**src/rtl/reg_file_pkg.sv**
```systemverilog
// reg_file_pkg
//   Shared definitions for the register file: default geometry, the
//   hard-wired zero-register address, the read-source selector used by the
//   read ports and the address legality helper.
//   Optional feature: REG_FILE_BYPASS_EN (write-to-read forwarding, see
//   reg_file_rd_port).
package reg_file_pkg;

    localparam int          DEF_WIDTH = 32;
    localparam int          DEF_DEPTH = 32;
    localparam int          DEF_AW    = 5;
    localparam int unsigned ZERO_ADDR = 0;

    // Where a read port takes its next data word from.
    typedef enum logic [1:0] {
        RD_ZERO   = 2'd0,
        RD_ARRAY  = 2'd1,
        RD_BYPASS = 2'd2
    } rd_src_e;

    // An address names real storage only if it is not the zero register
    // and lies inside the populated depth.
    function automatic logic addr_ok(input int unsigned addr, input int unsigned depth);
        return (addr != ZERO_ADDR) && (addr < depth);
    endfunction

endpackage

```
**src/rtl/reg_file_rd_port.sv**
```systemverilog
// reg_file_rd_port
//   One registered read port: address range check, source select
//   (zero / array / same-cycle write data) and the RD/RV output registers.
//   Optional feature: REG_FILE_BYPASS_EN -- when defined, a read that hits
//   the address being written in the same cycle returns the new write data;
//   when undefined it returns the stored (pre-write) word.
// Ports
//   i_clk, i_rst_n   clock, async active-low reset
//   i_re, i_ra       read enable / read address
//   i_we, i_wa, i_wd write-side view, used only for forwarding
//   i_mem            current storage contents
//   o_rd, o_rv       registered read data / one-cycle read-valid
module reg_file_rd_port
    import reg_file_pkg::*;
#(
    parameter int WIDTH = DEF_WIDTH,
    parameter int DEPTH = DEF_DEPTH,
    parameter int AW    = DEF_AW
) (
    input  logic             i_clk,
    input  logic             i_rst_n,
    input  logic             i_re,
    input  logic [AW-1:0]    i_ra,
    input  logic             i_we,
    input  logic [AW-1:0]    i_wa,
    input  logic [WIDTH-1:0] i_wd,
    input  logic [WIDTH-1:0] i_mem [DEPTH],
    output logic [WIDTH-1:0] o_rd,
    output logic             o_rv
);

    localparam int IW = (DEPTH > 1) ? $clog2(DEPTH) : 1;

    logic             w_ra_ok;
    logic [IW-1:0]    w_idx;
    rd_src_e          w_src;
    logic [WIDTH-1:0] w_data;
    logic [WIDTH-1:0] r_rd;
    logic             r_rv;

    assign w_ra_ok = addr_ok(32'(i_ra), DEPTH);
    // Only the low bits index storage; out-of-range addresses never alias.
    assign w_idx   = w_ra_ok ? i_ra[IW-1:0] : '0;

    always_comb begin
        w_src = RD_ZERO;
        if (w_ra_ok) begin
            w_src = RD_ARRAY;
`ifdef REG_FILE_BYPASS_EN
            // w_ra_ok already excludes address 0, so a zero-register write
            // can never be forwarded.
            if (i_we && (i_wa == i_ra)) begin
                w_src = RD_BYPASS;
            end
`endif
        end
    end

`ifndef REG_FILE_BYPASS_EN
    logic w_unused_wr;
    assign w_unused_wr = ^{i_we, i_wa, i_wd};
`endif

    always_comb begin
        w_data = '0;
        case (w_src)
            RD_ARRAY:  w_data = i_mem[w_idx];
            RD_BYPASS: w_data = i_wd;
            default:   w_data = '0;
        endcase
    end

    always_ff @(posedge i_clk or negedge i_rst_n) begin
        if (!i_rst_n) begin
            r_rd <= '0;
            r_rv <= 1'b0;
        end else begin
            r_rv <= i_re;
            if (i_re) begin
                r_rd <= w_data;
            end
        end
    end

    assign o_rd = r_rd;
    assign o_rv = r_rv;

endmodule

```
**src/rtl/reg_file.sv**
```systemverilog
// reg_file
//   DEPTH x WIDTH register file, one write port and two independent
//   registered read ports. Entry 0 is hard-wired to zero; writes to 0 or to
//   addresses >= DEPTH are dropped, reads of them return 0 with RV set.
//   Optional feature: REG_FILE_BYPASS_EN (same-cycle write forwarding to the
//   read ports; default build returns pre-write contents).
// Ports
//   CLK, RST_N         clock, async active-low reset (clears storage + outputs)
//   WE, WA, WD         write enable / address / data
//   RE1, RA1, RD1, RV1 read port 1 enable / address / data / valid
//   RE2, RA2, RD2, RV2 read port 2 enable / address / data / valid
module reg_file
    import reg_file_pkg::*;
#(
    parameter int WIDTH = DEF_WIDTH,
    parameter int DEPTH = DEF_DEPTH,
    parameter int AW    = DEF_AW
) (
    input  logic             CLK,
    input  logic             RST_N,
    input  logic             WE,
    input  logic [AW-1:0]    WA,
    input  logic [WIDTH-1:0] WD,
    input  logic             RE1,
    input  logic [AW-1:0]    RA1,
    input  logic             RE2,
    input  logic [AW-1:0]    RA2,
    output logic [WIDTH-1:0] RD1,
    output logic [WIDTH-1:0] RD2,
    output logic             RV1,
    output logic             RV2
);

    localparam int IW = (DEPTH > 1) ? $clog2(DEPTH) : 1;

    logic [WIDTH-1:0] r_mem [DEPTH];
    logic             w_wr_ok;
    logic [IW-1:0]    w_wa_idx;

    assign w_wr_ok  = WE && addr_ok(32'(WA), DEPTH);
    assign w_wa_idx = WA[IW-1:0];

    always_ff @(posedge CLK or negedge RST_N) begin
        if (!RST_N) begin
            for (int i = 0; i < DEPTH; i++) begin
                r_mem[i] <= '0;
            end
        end else if (w_wr_ok) begin
            r_mem[w_wa_idx] <= WD;
        end
    end

    reg_file_rd_port #(.WIDTH(WIDTH), .DEPTH(DEPTH), .AW(AW)) u_rd_port1 (
        .i_clk   (CLK),
        .i_rst_n (RST_N),
        .i_re    (RE1),
        .i_ra    (RA1),
        .i_we    (WE),
        .i_wa    (WA),
        .i_wd    (WD),
        .i_mem   (r_mem),
        .o_rd    (RD1),
        .o_rv    (RV1)
    );

    reg_file_rd_port #(.WIDTH(WIDTH), .DEPTH(DEPTH), .AW(AW)) u_rd_port2 (
        .i_clk   (CLK),
        .i_rst_n (RST_N),
        .i_re    (RE2),
        .i_ra    (RA2),
        .i_we    (WE),
        .i_wa    (WA),
        .i_wd    (WD),
        .i_mem   (r_mem),
        .o_rd    (RD2),
        .o_rv    (RV2)
    );

endmodule

```
**config.mk**
```make
export PLATFORM = sky130hd
export DESIGN_NAME = reg_file
export DESIGN_NICKNAME = d
export VERILOG_FILES = /design/src/rtl/reg_file_pkg.sv /design/src/rtl/reg_file_rd_port.sv /design/src/rtl/reg_file.sv
export SDC_FILE = /design/constraint.sdc
export NUM_CORES = 2
export LEC_CHECK = 0
export CAP_MARGIN = 40
export CORE_MARGIN = 4
export CORE_UTILIZATION = 57
export CTS_CLUSTER_DIAMETER = 40
export CTS_CLUSTER_SIZE = 20
export DETAILED_ROUTE_END_ITERATION = 16
export DONT_BUFFER_PORTS = 1
export PLACE_DENSITY = 0.75
export SLEW_MARGIN = 0
export SYNTH_ARGS = -nofsm -noshare
export SYNTH_HDL_FRONTEND = slang
export SYNTH_SLANG_ARGS = --single-unit
```
**constraint.sdc**
```tcl
create_clock -name CLK -period 1.7 [get_ports CLK]
set_clock_uncertainty 0.15 [all_clocks]
set_input_delay 0.425 -clock CLK [delete_from_list [all_inputs] [get_ports CLK]]
set_output_delay 0.425 -clock CLK [all_outputs]
set_load 0.005 [all_outputs]
```
==> run metrics <==
count of buffering cells on the critical path with inverters included 1; GR Overflow Total 0; largest net degree at the start of global routing 1091; clk buf depth 3; Leak 30.19 nW; fin nets 4228; sort of element at the end of the critical path output port; Worst Tran Pin Value 1.126 ns; total routed wire length on the met1 layer 76.15 mm; area added between synthesis and finish 19.63%; Period minus WS final 1.976 ns; global-route wire length before repair 292.5 mm; violated checks hold timing, setup timing; DRC violations left 0; area fraction in compound gates after synthesis 6.985%; post-synthesis instance area 57460 µm²; share of the core filled with cells in the final layout 68.74%; final number of setup-violating endpoints 84; post-route fraction of the period consumed by the critical path 116.2%; total of buffers placed on input and output ports 0; buffer cell driving the clock tree root clkbuf_16; top flip-flop cell by instance count after synthesis dfrtp_1; fraction of post-synthesis cell area in the top cell type by area 47.47%; standard-cell row count 116; endpoint arrival time on the critical path 1.40 ns; placed wire-length estimate after detailed placement 117.9 mm; slowest stage delay, CP 0.48 ns; uppermost layer routed met5; Clk Latency, worst-skew pair 0.78 ns; post-synth cell types 67; XOR/XNOR share of the synthesized area 0%; worst path cell trace buf_6; synthesized instance count 4088; WL per Instance 36.64 µm; filler instances 6515; count of endpoints failing hold in the final timing report 598; total global-route track usage 37.90%; met2 wirelength from detailed routing 88.91 mm; final worst setup slack -0.2761 ns; Sink Count 1090; number of levels the H-tree was split into 4; CP max stage cell dfrtp_2; standard cell core area 100000 µm²; peak fanout along the critical path 2; post-synthesis async set-or-reset flop share 100.0%; adder-cell area share of the yosys netlist 0%; Achievable Freq 506.0 MHz; element type at the critical path start register; count of synthesis-stage warnings from yosys 0; simple-gate share of the synthesized area 3.001%; final-layout worst hold slack -0.8014 ns; Top delay family on crit path flip-flops; final routed wirelength across all metal layers 205.2 mm; Post-Syn Nets 4140; TritonCTS clock tree done; required time of the critical path 1.12 ns; detailed-routed wire length on met3 25.85 mm; global placement routability congestion 0.8946; Vert. Die Dim 325.5 µm; multi-input gate area in the final layout 29360 µm²; VDD IR max 0.0009324 V; number of global-route vias before repair 40979; sequential area share after synthesis 47.47%; max-slew headroom at the worst pin 24.96%; number of detailed-routing iterations run before antenna repair 6; dominant combinational cell family by area after synthesis multiplexers; Area contributors post-synth dfrtp_1 47%, mux2_2 20%, mux4_2 11%; most numerous cell in the Yosys netlist dfrtp_1; area enclosed by the die boundary 106000 µm²; Die Width 325.5 µm; drt via density 7.345; area taken by flip-flops and latches 27310 µm²; Max Slew Vio Count 0; most numerous cell types in the synthesized netlist 1090 x dfrtp_1, 1006 x mux2_2, 422 x mux2i_1; Clock Pin Slew Worst Setup and Hold Paths 0.06 ns; DRC marker count from the first detailed-route iteration 5475; Hold/Removal Path Class input pin to asynchronous set/reset pin; post-route antenna net violation count 0; multiplexer area fraction after synthesis 38.35%; number of enable flip-flop cells after synthesis 0; number of antenna violations at the first check in global routing 8; cell type contributing the most total cell area after synthesis dfrtp_1; unrepaired setup endpoints after global routing yes; category of the critical setup timing path register to output port; Inserted Clock Buffers 148; starting density of the core 57.46%; outcome finished, violations left; layout cells sized above 1 47.96%; I/O pin count 118; Pwr per Cell Area 1216 nW/µm²; syn avg cell area 14.06 µm²; max-capacitance violation count 0; total number of vias 41144; flop and latch count out of synthesis 1090
-- kinds of logic after synthesis --
| logic type | after synthesis |
|---|---|
| muxes | 1720 |
| DFF | 1090 |
| AOI/OAI and AO/OA | 507 |
| buffers and inverters | 471 |
| and+or+nand+nor | 300 |
-- worst paths after layout --
path	start	to	slack, ns	cells past startpoint
worst max-delay path	u_rd_port1.o_rd[26]	RD1[26]	-0.28	1
worst max register to register	r_mem[93]	u_rd_port2.o_rd[29]	-0.04	4
min in group CLK	RA2[0]	u_rd_port2.o_rd[5]	0.01	4
max in group asynchronous	RST_N	u_rd_port2.o_rd[13]	0.39	2
worst min register to register	r_mem[1019]	r_mem[1019]	0.25	0
worst min-delay path	RST_N	r_mem[547]	-0.80	0
-- cells in the final DEF (no fill, tap or decap), drive strengths merged, types with 18 or more instances in the layout --
cell,count
a2111oi,60
a211o,18
a221oi,20
a22oi,124
buf,330
bufinv,23
clkbuf,181
clkinv,34
dfrtp,1090
dlygate4sd3,44
inv,53
mux2,1014
mux2i,422
mux4,284
nand2,26
nand2b,45
nor2,72
nor2b,52
nor3,38
o2111ai,28
o21ai,58
o221ai,20
o22a,30
o22ai,86
o32ai,26
-- flip-flops by register name, summed over array words and instances, names as in the netlist --
name and cells:
r_mem 1024, u_rd_port1.o_rd 32, u_rd_port1.o_rv 1, u_rd_port2.o_rd 32, u_rd_port2.o_rv 1
-- per-stage QoR --
stage	setup WS [ns]	power [mW]	cell area [µm²]	TNS, ns	instances
after global routing	-0.3075	86.00	68730	-9.479	5598
after CTS	-0.2872	82.44	67940	-9.401	5558
after floorplan	-0.3160	45.06	59450	-59.04	4088
final	-0.2761	83.59	68740	-7.814	5602
after global placement	-0.7589	47.65	61790	-153.91	5231
after detailed placement	-0.4579	48.27	61810	-172.88	5232
-- where the power goes --
part,internal [mW],switching (mW)
Combinational,9.10,5.95
Sequential,30.8,4.15
Clock,20.6,13.0
-- layer usage --
layer | GRT usage (%) | vias up
li1 | - | 15898
met1 | 50.21 | 21566
met2 | 55.02 | 2887
met3 | 12.95 | 783
met4 | 21.18 | 10
met5 | 0 | -
-- final cells by class --
class	instances	area share [%]
diodes	5	0.01820
clock buffers	178	5.785
clock inverters	95	1.991
inverters	29	0.1602
multi-input cells	2527	42.71
flip-flops and latches	1090	39.73
well taps	1298	2.363
repair buffers	380	7.245
-- timing repair --
| action | 4_1_cts | 5_1_grt |
|---|---|---|
| resized for setup | 54 | 29 |
| hold buffers | 56 | 1 |
| buffers inserted | 0 | 1 |
| gates cloned | 0 | 3 |
| endpoints found under the setup margin | 74 | 432 |
| pin swaps | 0 | 6 |
| endpoints found under the hold margin | 2148 | 516 |
Note: power is estimated with default switching activity, not from simulation.
